===== config.mk =====
export PLATFORM = sky130hd
export DESIGN_NAME = plru_tree_n
export DESIGN_NICKNAME = d
export VERILOG_FILES = /design/src/rtl/plru_tree_n.sv
export SDC_FILE = /design/constraint.sdc
export NUM_CORES = 1
export LEC_CHECK = 0
export ABC_AREA = 1
export CAP_MARGIN = 10
export CORE_ASPECT_RATIO = 1.5
export CORE_MARGIN = 10
export CORE_UTILIZATION = 50
export DETAILED_ROUTE_END_ITERATION = 6
export MAX_ROUTING_LAYER = met4
export PLACE_DENSITY = 0.69
export SLEW_MARGIN = 10
export SYNTH_ARGS = -nofsm -noshare
export SYNTH_HDL_FRONTEND = slang
export SYNTH_SLANG_ARGS = --single-unit

===== constraint.sdc =====
create_clock -name clk -period 4 [get_ports clk]
set_input_delay 0.6 -clock clk [delete_from_list [all_inputs] [get_ports clk]]
set_output_delay 0.6 -clock clk [all_outputs]
set_load 0.005 [all_outputs]

===== src/rtl/plru_tree_n.sv =====
// Tree pseudo-LRU state per set: invalid-first victim choice, tree walk otherwise, one-set-per-cycle flush.
// Define PLRU_WAY_LOCK_EN to add the lock_mask port that excludes ways from victim selection.
module plru_tree_n #(
  parameter int WAYS  = 8,
  parameter int SETS  = 8,
  parameter int IDX_W = $clog2(SETS),
  parameter int WAY_W = $clog2(WAYS)
) (
  input  logic             clk,
  input  logic             rst_n,
  input  logic             touch_valid,
  input  logic [IDX_W-1:0] touch_index,
  input  logic [WAY_W-1:0] touch_way,
  input  logic [IDX_W-1:0] query_index,
  input  logic [WAYS-1:0]  valid_vec,
`ifdef PLRU_WAY_LOCK_EN
  input  logic [WAYS-1:0]  lock_mask,
`endif
  input  logic             flush_req,
  output logic             busy,
  output logic [WAY_W-1:0] victim_way,
  output logic             victim_valid
);

  typedef enum logic {IDLE, FLUSH} state_t;

  state_t           state_q, state_d;
  logic [IDX_W-1:0] cnt_q, cnt_d;
  logic             busy_q, busy_d;
  logic [WAYS-2:0]  tree_q [SETS];
  logic [WAYS-2:0]  tree_d [SETS];
  logic [WAYS-1:0]  lock_w;
  logic [WAY_W-1:0] inv_way, walk_way;
  logic             inv_found, all_locked;

`ifdef PLRU_WAY_LOCK_EN
  assign lock_w = lock_mask;
`else
  assign lock_w = '0;
`endif

  always_comb begin : next_state
    int               tw;
    logic [WAY_W-1:0] node;
    state_d = state_q;
    cnt_d   = cnt_q;
    tree_d  = tree_q;
    tw      = 0;
    node    = '0;
    if (state_q == FLUSH) begin
      // Touches and flush requests are dropped while sweeping.
      tree_d[cnt_q] = '0;
      cnt_d         = cnt_q + 1'b1;
      if (cnt_q == IDX_W'(SETS - 1)) state_d = IDLE;
    end else begin
      if (touch_valid) begin
        for (int l = 0; l < WAY_W; l++) begin
          tw   = int'(touch_way) >> (WAY_W - 1 - l);
          node = WAY_W'((1 << l) - 1 + (tw >> 1));
          tree_d[touch_index][node] = ~tw[0];
        end
      end
      if (flush_req) begin
        state_d = FLUSH;
        cnt_d   = '0;
      end
    end
    busy_d = (state_d == FLUSH);
  end

  always_ff @(posedge clk or negedge rst_n) begin
    if (!rst_n) begin
      state_q <= IDLE;
      cnt_q   <= '0;
      busy_q  <= 1'b0;
      for (int s = 0; s < SETS; s++) tree_q[s] <= '0;
    end else begin
      state_q <= state_d;
      cnt_q   <= cnt_d;
      busy_q  <= busy_d;
      for (int s = 0; s < SETS; s++) tree_q[s] <= tree_d[s];
    end
  end

  always_comb begin : victim_sel
    logic [WAYS-2:0]  t;
    logic [WAYS-1:0]  sub_mask;
    logic [WAY_W-1:0] node;
    logic             dir;
    int               pos;
    int               size;
    t         = tree_q[query_index];
    inv_found = 1'b0;
    inv_way   = '0;
    sub_mask  = '0;
    node      = '0;
    dir       = 1'b0;
    pos       = 0;
    size      = 0;
    for (int i = 0; i < WAYS; i++) begin
      if (!inv_found && !valid_vec[i] && !lock_w[i]) begin
        inv_found = 1'b1;
        inv_way   = WAY_W'(i);
      end
    end
    // Walk follows the stored bit unless the whole preferred subtree is locked.
    for (int l = 0; l < WAY_W; l++) begin
      size     = WAYS >> (l + 1);
      node     = WAY_W'((1 << l) - 1 + pos);
      dir      = t[node];
      sub_mask = {WAYS{1'b1}} >> (WAYS - size);
      if (((lock_w >> ((2 * pos + int'(dir)) * size)) & sub_mask) == sub_mask) dir = ~dir;
      pos = 2 * pos + int'(dir);
    end
    walk_way   = WAY_W'(pos);
    all_locked = &lock_w;
  end

  assign busy         = busy_q;
  assign victim_way   = all_locked ? '0 : (inv_found ? inv_way : walk_way);
  assign victim_valid = !busy_q && !all_locked;

endmodule


==> flow_summary.json <==
{
  "placed_cells": 697,
  "ios": 26,
  "synth_top_family_by_area": "compound AO/OA/AOI/OAI gates",
  "path_cells": "clkdlybuf4s50_1 -> buf_6 -> nand2_1 -> nand3_2 -> nand2_1 -> nand2_1 -> nand2_2 -> nand2_4 -> nand2_4 -> ha_1 -> a21oi_1 -> nand3_1 -> nand3_1 -> nand3_1 -> nand2_1 -> clkdlybuf4s50_1",
  "final_area_um2": 4750,
  "hp-class": "in -> async",
  "start_kind": "input port",
  "fin_ws_ns": 0.183,
  "synth_xor_area_frac": 0,
  "crit_fanout": 27,
  "crit_family": "buffers and inverters",
  "avgRoutedWirePerCell_um": 18.9,
  "synth_simple_gate_area_frac": 0.250,
  "fmax_ghz": 0.262,
  "critPathCaptureType": "output port",
  "fin_util": 0.593,
  "clk_latency_ns": 0.34,
  "cts_tree": "built",
  "synth_edf_count": 0,
  "cts-htree-levels": 3,
  "timing.hold.ws_ns": 0.438,
  "slew_violations": 0,
  "period_minus_slack_ns": 3.82,
  "dp_hpwl_um": 10000,
  "synth_ff_type": "dfrtp_1",
  "power_leakage_nw": 2.20,
  "cp_slowest_cell": "clkdlybuf4s50_1",
  "drtPass1Iterations": 6,
  "synth.avg_cell_area_um2": 7.13,
  "synthesis.area_um2": 4120,
  "num-nets-final": 631,
  "fin_skew_ns": 0.00476,
  "use_met1": 0.257,
  "final_layout_size_suffix_gt1_frac": 0.0888,
  "cp_num_buf_inv": 3,
  "postRouteAntennaNets": 0,
  "finalSetupViolations": 0,
  "worstMarginPinSlew_ns": 1.05,
  "setup-tns-final_ns": 0,
  "outcome": "finished clean",
  "initial_core_util": 0.514,
  "clock-root-buffer": "clkbuf_16",
  "die_x_um": 94.1,
  "grt_pass1_vias": 4254,
  "gr-usage-met2": 0.372,
  "clock_tree.buffer_depth": 2,
  "die_h_um": 131,
  "grt_max_degree": 44,
  "top_usage_layer": "met2",
  "place_area_um2": 4440,
  "r2r_start": "busy",
  "p_total_mw": 2.58,
  "p_per_area_nw_per_um2": 543,
  "yosysWarnings": 0,
  "seq_area_frac_synth": 0.365,
  "hold_violations": 0,
  "drt_iter0_drc": 403,
  "ys_seq_elements": 60,
  "grt_pass1_wl_um": 22100,
  "rsz0062_at_grt": "false",
  "clock-sinks": 60,
  "grt-ovfl-total": 0,
  "worst_ep_required_time_ns": 3.40,
  "path_class": "in -> out",
  "via_per_inst": 5.95,
  "num_rows": 40,
  "clk_pin_slew_ns": 0.05,
  "pre_cts_ws_ns": 0.172,
  "postCtsSetupRepairBufs": 0,
  "synth-compound-area-share": 0.254,
  "fin_crit_sh": 0.954,
  "synthArstFlopShare": 1.00,
  "slew_headroom": 0.298,
  "synth.area.mux_share": 0,
  "grt_util_met3": 0.0353,
  "gp_congestion": 0.958,
  "crit_start": "query_index[0]",
  "syn_nets": 605,
  "fin_cells": 713,
  "io_buffers": 25,
  "synth_cell_types": 39,
  "critical-path-max-stage-delay_ns": 0.54,
  "coreArea_um2": 8010,
  "die_area_um2": 12300,
  "synth_adder_area_share": 0.0213,
  "diodes": 0,
  "ir_drop_v": 0.000412,
  "max-cap-violations": 0,
  "worst_ep_arrival_time_ns": 3.22,
  "syn_to_final_growth_pct": 15.4,
  "drc": 0,
  "antenna_found_initial": 0,
  "routed_wl_um": 13500,
  "path_common_cell": "nand2_1",
  "cts_buffers": 9,
  "synthCells": 577,
  "grt.total_usage": 0.230,
  "vias": 4244
}
## metal layers
metal	vias up	routed length, µm
met4	0	702
met5	-	0
met3	46	698
met1	2027	5210
met2	161	6840
li1	2010	-
## synth_stat cells (3+ instances only)
library cell  count  area (µm²)
nand2_1         110         413
o221ai_1          6        52.6
o22ai_1           4        25.0
nor2_1           50         188
a21oi_1          33         165
o31ai_1           6        45.0
clkbuf_1          5        18.8
a211oi_1         12        90.1
inv_1            78         293
nor3_1           11        55.1
dfrtp_1          60        1500
buf_2            10        50.1
o41ai_1           3        26.3
o21ai_0          67         335
buf_6             5        56.3
ha_1              7        87.6
o21ai_1          19        95.1
inv_2             5        18.8
nand3_2           6        60.1
o211ai_1         12        90.1
a311oi_1          5        43.8
nand3_1          36         180
nand2_2           5        31.3
## kinds of logic after synthesis
logic type / after synthesis
buffers and inverters: 106
AOI/OAI and AO/OA: 176
and+or+nand+nor: 228
DFF: 60
adders and majority gates: 7
## cells in the final DEF, fill, tap and decap left out, types with 10 or more instances in the layout
| master | synthesis | final |
|---|---|---|
| a211oi_1 | 12 | 12 |
| a21oi_1 | 33 | 33 |
| buf_4 | 1 | 10 |
| clkdlybuf4s50_1 | 0 | 24 |
| dfrtp_1 | 60 | 60 |
| inv_1 | 78 | 78 |
| nand2_1 | 110 | 110 |
| nand3_1 | 36 | 36 |
| nor2_1 | 50 | 50 |
| nor3_1 | 11 | 11 |
| o211ai_1 | 12 | 12 |
| o21ai_0 | 67 | 67 |
| o21ai_1 | 19 | 19 |
## worst reg2reg max path, stage by stage, from the launching register on
cell,delay (ns)
dfrtp_1,0.41
nor2_2,0.61
nor2_1,0.19
inv_1,0.11
a21oi_2,0.11
o21ai_0,0.17
o21ai_0,0.10
nand2_1,0.07
o21ai_1,0.06
## report_power, final
part	leakage (nW)	internal [mW]	switching, mW	total, mW
Sequential	0.820	0.738	0.0740	0.812
Combinational	1.24	0.296	0.679	0.975
Clock	0.149	0.514	0.280	0.794
Total	2.20	1.55	1.03	2.58
## what timing repair did
action | in CTS | in global routing
setup endpoints to repair | 0 | 1
hold buffers | 0 | 0
resized for setup | 0 | 1
## flip-flops by register name, summed over array words and instances, names as in the netlist
signal,count
busy,1
cnt_q,3
tree_q,56
## cell type report
type | instances | area, µm²
flip-flops and latches | 60 | 1500
well taps | 105 | 131
clock inverters | 4 | 47.5
fillers | 773 | 3260
repair buffers | 36 | 332
inverters | 85 | 322
multi-input cells | 411 | 2160
clock buffers | 12 | 256
## final timing paths
path,endpoint,slack (ns),depth (start not counted)
max,victim_way[0],0.18,16
max reg2reg,tree_q[1],2.04,8
min,tree_q[50],0.44,1
max in group asynchronous,cnt_q[2],2.73,2
min reg2reg,tree_q[47],0.51,2
min in group clk,tree_q[47],0.51,2
(Power assumes the default switching activity.)
